[src/rtl/stable_sampler_pkg.sv]
// -----------------------------------------------------------------------------
// stable_sampler_pkg
// Shared defaults and helpers for the stable_sampler front-panel input path.
//   DEF_WIDTH    : default sampled bus width
//   DEF_TICK_DIV : default clocks per sample tick
//   DEF_MATCH_N  : default consecutive equal samples needed for stability
//   cnt_width()  : bits needed to count 0..n-1, never less than 1
// -----------------------------------------------------------------------------
package stable_sampler_pkg;

   localparam int DEF_WIDTH    = 14;
   localparam int DEF_TICK_DIV = 20701;
   localparam int DEF_MATCH_N  = 2;

   // $clog2 returns 0 for n <= 1, which would give a zero-width vector.
   function automatic int cnt_width(input int n);
      return (n <= 2) ? 1 : $clog2(n);
   endfunction

endpackage

[src/rtl/tick_gen.sv]
// -----------------------------------------------------------------------------
// tick_gen
// Free-running divider that marks one sample instant every TICK_DIV clocks.
// Ports:
//   clk       in  system clock
//   rst       in  asynchronous active-low reset
//   locked    in  synchronous clear, active high
//   sample_en out combinational, high on the clock edge that takes a sample
//   tick      out registered copy of sample_en, high the cycle after that edge
// -----------------------------------------------------------------------------
module tick_gen
   import stable_sampler_pkg::*;
#(
   parameter int TICK_DIV = DEF_TICK_DIV
) (
   input  logic clk,
   input  logic rst,
   input  logic locked,
   output logic sample_en,
   output logic tick
);

   localparam int                CNT_W    = cnt_width(TICK_DIV);
   localparam logic [CNT_W-1:0] CNT_LAST = CNT_W'(TICK_DIV - 1);

   logic [CNT_W-1:0] cnt;

   // Suppressed while locked so the parent never samples during a clear.
   assign sample_en = !locked && (cnt == CNT_LAST);

   // NOTE: sequential state uses non-blocking assignments so every register
   // updates from the same pre-edge values, independent of statement order.
   always_ff @(posedge clk or negedge rst) begin
      if (!rst) begin
         cnt  <= '0;
         tick <= 1'b0;
      end else if (locked) begin
         cnt  <= '0;
         tick <= 1'b0;
      end else begin
         tick <= sample_en;
         cnt  <= sample_en ? '0 : cnt + 1'b1;
      end
   end

endmodule

[src/rtl/stable_sampler.sv]
// -----------------------------------------------------------------------------
// stable_sampler
// Samples a raw WIDTH-bit switch/keypad bus once per TICK_DIV clocks and
// accepts a value after MATCH_N consecutive equal samples.
// Ports:
//   clk        in  system clock
//   rst        in  asynchronous active-low reset
//   locked     in  synchronous clear, active high (clock source unsettled)
//   num        in  raw input bus, only looked at on a sample edge
//   stable     out high while the last MATCH_N samples were equal
//   stable_val out last accepted stable value
//   update     out one-cycle strobe when stable_val takes a first/new value
//   tick       out one-cycle strobe after each sample instant
// -----------------------------------------------------------------------------
module stable_sampler
   import stable_sampler_pkg::*;
#(
   parameter int WIDTH     = DEF_WIDTH,
   parameter int TICK_DIV  = DEF_TICK_DIV,
   parameter int MATCH_N   = DEF_MATCH_N,
   parameter int HOLD_LAST = 1
) (
   input  logic             clk,
   input  logic             rst,
   input  logic             locked,
   input  logic [WIDTH-1:0] num,
   output logic             stable,
   output logic [WIDTH-1:0] stable_val,
   output logic             update,
   output logic             tick
);

   localparam int               RUN_W   = cnt_width(MATCH_N + 1);
   localparam logic [RUN_W-1:0] RUN_MAX = RUN_W'(MATCH_N);
   // run value that, with one more match, completes a stable streak
   localparam logic [RUN_W-1:0] RUN_ACC = RUN_W'(MATCH_N - 1);

   logic             sample_en;
   logic [WIDTH-1:0] ref_val;
   logic [RUN_W-1:0] run;
   logic             first_done;

   tick_gen #(
      .TICK_DIV (TICK_DIV)
   ) u_tick_gen (
      .clk       (clk),
      .rst       (rst),
      .locked    (locked),
      .sample_en (sample_en),
      .tick      (tick)
   );

   always_ff @(posedge clk or negedge rst) begin
      if (!rst) begin
         ref_val    <= '0;
         run        <= '0;
         stable     <= 1'b0;
         stable_val <= '0;
         update     <= 1'b0;
         first_done <= 1'b0;
      end else if (locked) begin
         ref_val    <= '0;
         run        <= '0;
         stable     <= 1'b0;
         update     <= 1'b0;
         first_done <= 1'b0;
         if (HOLD_LAST == 0) begin
            stable_val <= '0;
         end
      end else begin
         // NOTE: update is defaulted low every cycle so that the single
         // assignment below produces a one-cycle strobe, not a held level.
         update <= 1'b0;
         if (sample_en) begin
            if (num != ref_val) begin
               ref_val <= num;
               run     <= RUN_W'(1);
               stable  <= 1'b0;
            end else begin
               stable <= (run >= RUN_ACC);
               if (run != RUN_MAX) begin
                  run <= run + 1'b1;
               end
               // Acceptance happens only on the transition into a full run,
               // so a long stable period never re-strobes.
               if (run == RUN_ACC) begin
                  stable_val <= ref_val;
                  update     <= !first_done || (ref_val != stable_val);
                  first_done <= 1'b1;
               end
            end
         end
      end
   end

endmodule

[config.mk]
export PLATFORM = sky130hd
export DESIGN_NAME = stable_sampler
export DESIGN_NICKNAME = d
export VERILOG_FILES = /design/src/rtl/stable_sampler_pkg.sv /design/src/rtl/tick_gen.sv /design/src/rtl/stable_sampler.sv
export SDC_FILE = /design/constraint.sdc
export NUM_CORES = 1
export LEC_CHECK = 0
export CORE_MARGIN = 5
export CORE_UTILIZATION = 50
export DETAILED_ROUTE_END_ITERATION = 6
export PLACE_DENSITY = 0.71
export SLEW_MARGIN = 40
export SYNTH_ARGS = -nofsm -noshare
export SYNTH_HDL_FRONTEND = slang
export SYNTH_SLANG_ARGS = --single-unit
[constraint.sdc]
create_clock -name clk -period 5.3 [get_ports clk]
set_input_delay 0.53 -clock clk [delete_from_list [all_inputs] [get_ports clk]]
set_output_delay 0.53 -clock clk [all_outputs]
set_load 0.02 [all_outputs]
# == Word-level counts from Yosys, hierarchy flattened ==
# Cells that the tools add are included.
# totals
regBits,49
word_cells,52
# op_classes
add_sub_neg,2
n_lt_le_gt_ge,1
eq_ne,6
mux,21
n_bitwise,2
reduce_logical,12
# ops
operator,n
$mux W14,3
$mux W15,2
$ne A14 B14 Y1,2
$add A15 B1 Y15 const B,1
$eq A15 B15 Y1 const B,1
$mux W1,12
$mux W2,4
$reduce_bool A2 Y1,3
$ne A2 B2 Y1 const B,2
$reduce_and A2 Y1,2
$reduce_and A4 Y1,1
$reduce_and A3 Y1,1
$reduce_bool A3 Y1,1
$add A2 B1 Y2 const B,1
$eq A2 B1 Y1 const B,1
$ge A2 B1 Y1 const B,1
$logic_not A1 Y1,2
$not A1 Y1,2
$logic_and A1 B1 Y1,1
$logic_or A1 B1 Y1,1

# == Logic depth before layout (Yosys ltp) ==
# depth
ltp_word,6
mapped_depth,8
mapped_depth_nobuf,7

# == Cells and area by module ==
# From an unflattened synthesis, not the netlist that was laid out.
# unflattened
hier_cells,235
area_unflattened_um2,2607.5
# modules_own_cells
module,n_inst,cells_per_inst,area_each_um2
stable_sampler,1,156,1811.7
tick_gen,1,79,795.8

# == Worst setup path after synthesis ==
# Ideal clock, no wire load.
# synth_path
path_type,input-to-reg
from,in num[11]
to,reg stable_val[0]
setup_ns,0.125
arrival_time_ns,1.908
required_ns,5.175
path_slack_ns,3.267
path_stages,6
cell_sequence,xnor2_1 > nand4_1 > nor4_4 > nand3_4 > buf_6 > mux2_4
# synth_via
elab_chain_len,3
# synth_rtl
item,line_no,source
start: declaration,stable_sampler.sv:26,"input logic [WIDTH-1:0] num,"
$ne A14 B14 Y1,stable_sampler.sv:75,if (num != ref_val) begin
$not A1 Y1 (no source line),--,
$reduce_and A4 Y1 (no source line),--,
end signal: assignment,stable_sampler.sv:87,stable_val <= ref_val;
end: declaration,stable_sampler.sv:28,"output logic [WIDTH-1:0] stable_val,"
# No other way between the ends.
# A chain may end at the register's enable or synchronous reset.

# == Worst setup path in the final report ==
# layout_path
from,in num[2]
to,reg stable_val[12]
# The elaborated chain is that of the path after synthesis.

==> results.md <==
- FMAX: 411 MHz
- Layout area overhead: 18.1%
- Diodes inserted: 0
- Final net count: 288
- Max incr delay on CP: 520 ps
- DRT met1 WL: 2.36 mm
- Slew HR: 0.590
- H-tree levels: 2
- Root Driver: clkbuf_8
- # IOs: 34
- Crit path max fanout: 15
- Routed via count: 1684
- I/O Buffers: 33
- Layout cells sized above 1: 0.105
- Crit path max-delay cell type: nor4_4
- Startpoint Class: primary input
- Setup bufs post-CTS: 0
- HP Class: in -> async
- Max Used Layer: met4
- CTS-repair resized insts: 0
- DIE AREA: 0.00674 sq mm
- Number of global-route vias before repair: 1722
- Mapped Nets: 254
- Tmin final: 2430 ps
- Max_cap viols: 0
- Die W: 82.1 um
- First-pass GRT wire length: 8.54 mm
- Initial antenna violation count: 0
- Die Height: 82.1 um
- Core area: 0.00507 sq mm
- CTS Buffer Depth: 2
- Critical path endpoint category: flop
- Mapped Cells: 232
- WP data arrival: 2610 ps
- Setup ws final: 2870 ps
- Overflow after GRT: 0
- Count of cell types in the netlist: 30
- Pre-CTS WS: 2520 ps
- Worst-skew pair later-pin latency: 290 ps
- Cell Pwr Density: 209 mW/mm^2
- Final hold vios: 0
- # rows: 26
- Pleak: 1.26 nW
- Skew final: 7.19 ps
- Synth Register Bits: 49
- DP Wirelength: 3.33 mm
- Initial DRC count: 87
- Most frequent cells in the layout: 49 x dfrtp_1, 34 x xnor2_1, 31 x clkdlybuf4s50_1
- Setup TNS: 0 ps
- Status: finished, final reports clean
- Number of nets with antenna violations after routing: 0
- Met2 wire len: 2.17 mm
- Yosys warnings: 0
- Final setup fails: 0
- DRC viols: 0
- Worst vdd ir: 0.125 mV
- Gpl congestion: 0.795
- Pins Over Slew Limit: 0
- Pre-antenna DRT Iters: 6
- Post-synthesis sequential area ratio: 0.472
- Met3 wire len: 180 um
- CTS tree: built
- Largest net degree at the start of global routing: 50
- Hold buffer count at CTS: 0
- Req. time, crit path: 5480 ps
- Drt total wl: 4.76 mm
- CP Cell Sequence: clkdlybuf4s50_1, xnor2_1, nand4_1, nor4_4, nand3_4, mux2_4
- Routed wire per std cell: 14.2 um
- Slew @ Worst Pin: 615 ps
- RSZ-0062 raised after global routing: false
- Clock-pin slew on the worst setup and hold paths: 80 ps
- Avg Cell Area, Syn: 11.2 sq um
- Initial Util: 0.512
- # clock sinks: 49
- Synthesized area: 0.00260 sq mm
- Tot Pwr: 0.641 mW
- Vias per inst: 5.01
- Num CTS Buffers: 5
- CP Class: in -> reg
- Most common cell after layout, fill and taps aside: dfrtp_1
- Cells on worst reg2reg path: 5
- Period Utilization, post-route: 0.459
- Global-route usage over all layers: 0.167
==> per-layer routing <==
metal	vias up	GRT usage
li1	844	-
met1	807	0.240
met2	28	0.252
met3	5	0.0362
met4	0	0.0449
met5	-	0
==> power breakdown <==
part,switching (mW),total [mW],internal [mW]
clock,0.117,0.220,0.104
combinational,0.0221,0.0426,0.0205
sequential,0.00256,0.378,0.375
==> synth_stat cells <==
library cell  count  area share
a21oi_1           2      0.0039
nand2b_1         30       0.072
mux2_4            9       0.052
mux2_2            5       0.022
o21a_1            1      0.0029
mux2i_1          14       0.054
buf_2             1      0.0019
nand3_1           6       0.012
buf_6             1      0.0043
nor2_2            2      0.0048
inv_1             6      0.0087
o21ai_0           2      0.0039
dfrtp_1          49        0.47
and3_1            1      0.0024
xnor2_1          34        0.11
nand3_4           1      0.0067
ha_1              5       0.024
nor2_1           22       0.032
xor2_1            7       0.024
a22oi_1           2      0.0058
and4_1            1      0.0034
nand4_2           1      0.0048
nor3_1            5      0.0096
clkbuf_1          4      0.0058
nand2_1           7       0.010
nand4_1          10       0.024
and4b_1           1      0.0039
and4bb_2          1      0.0048
nor4_1            1      0.0024
nor4_4            1      0.0082
==> kinds of logic (layout without fill, tap and decap cells) <==
kind of cell / Yosys count / count (layout) / share of synthesized area
simple gates: 90 / 90 / 0.201
mux: 28 / 28 / 0.128
fa+ha+maj: 5 / 5 / 0.0241
buf+inv: 12 / 46 / 0.0207
xor+xnor: 41 / 41 / 0.138
flops: 49 / 49 / 0.472
compound gates: 7 / 7 / 0.0164
==> area by class of cell <==
type	instances	area (sq um)
sequential	49	1230
fill	456	2010
multi-input combinational	171	1320
inverter	6	22.5
timing repair buffer	33	323
clock buffer	7	86.3
tap	70	87.6
==> worst max-delay path: cells and delay by family <==
family	cells	cell delay [ps]
and+or+nand+nor	3	1050
muxes	1	380
buffers and inverters	1	440
xor gates and xnor gates	1	220
==> flip-flops by register name, indices dropped and copies added (netlist names) <==
name,flops
u_tick_gen.cnt,15
stable_val,14
u_tick_gen.tick,1
update,1
stable,1
run,2
first_done,1
ref_val,14
==> final timing paths <==
kind	from	to	slack [ps]
worst max register to register	ref_val[2]$_DFFE_PN0P_	stable_val[12]$_DFFE_PN0P_	3110
max in group asynchronous	rst	ref_val[3]$_DFFE_PN0P_	4640
worst min-delay path	rst	u_tick_gen.cnt[6]$_DFF_PN0_	250
min in group clk	first_done$_DFFE_PN0P_	first_done$_DFFE_PN0P_	540
worst min register to register	first_done$_DFFE_PN0P_	first_done$_DFFE_PN0P_	540
worst max-delay path	num[2]	stable_val[12]$_DFFE_PN0P_	2870
==> through the flow <==
step	instances	util	hold WS, ps	area (sq um)
6_report	336	0.605	246	3070
5_1_grt	336	0.605	287	3070
4_1_cts	336	0.605	265	3070
3_5_place_dp	329	0.588	520	2980
3_3_place_gp	329	0.587	512	2980
2_1_floorplan	232	-	234	2600
Power figures use the tool's default switching activity.
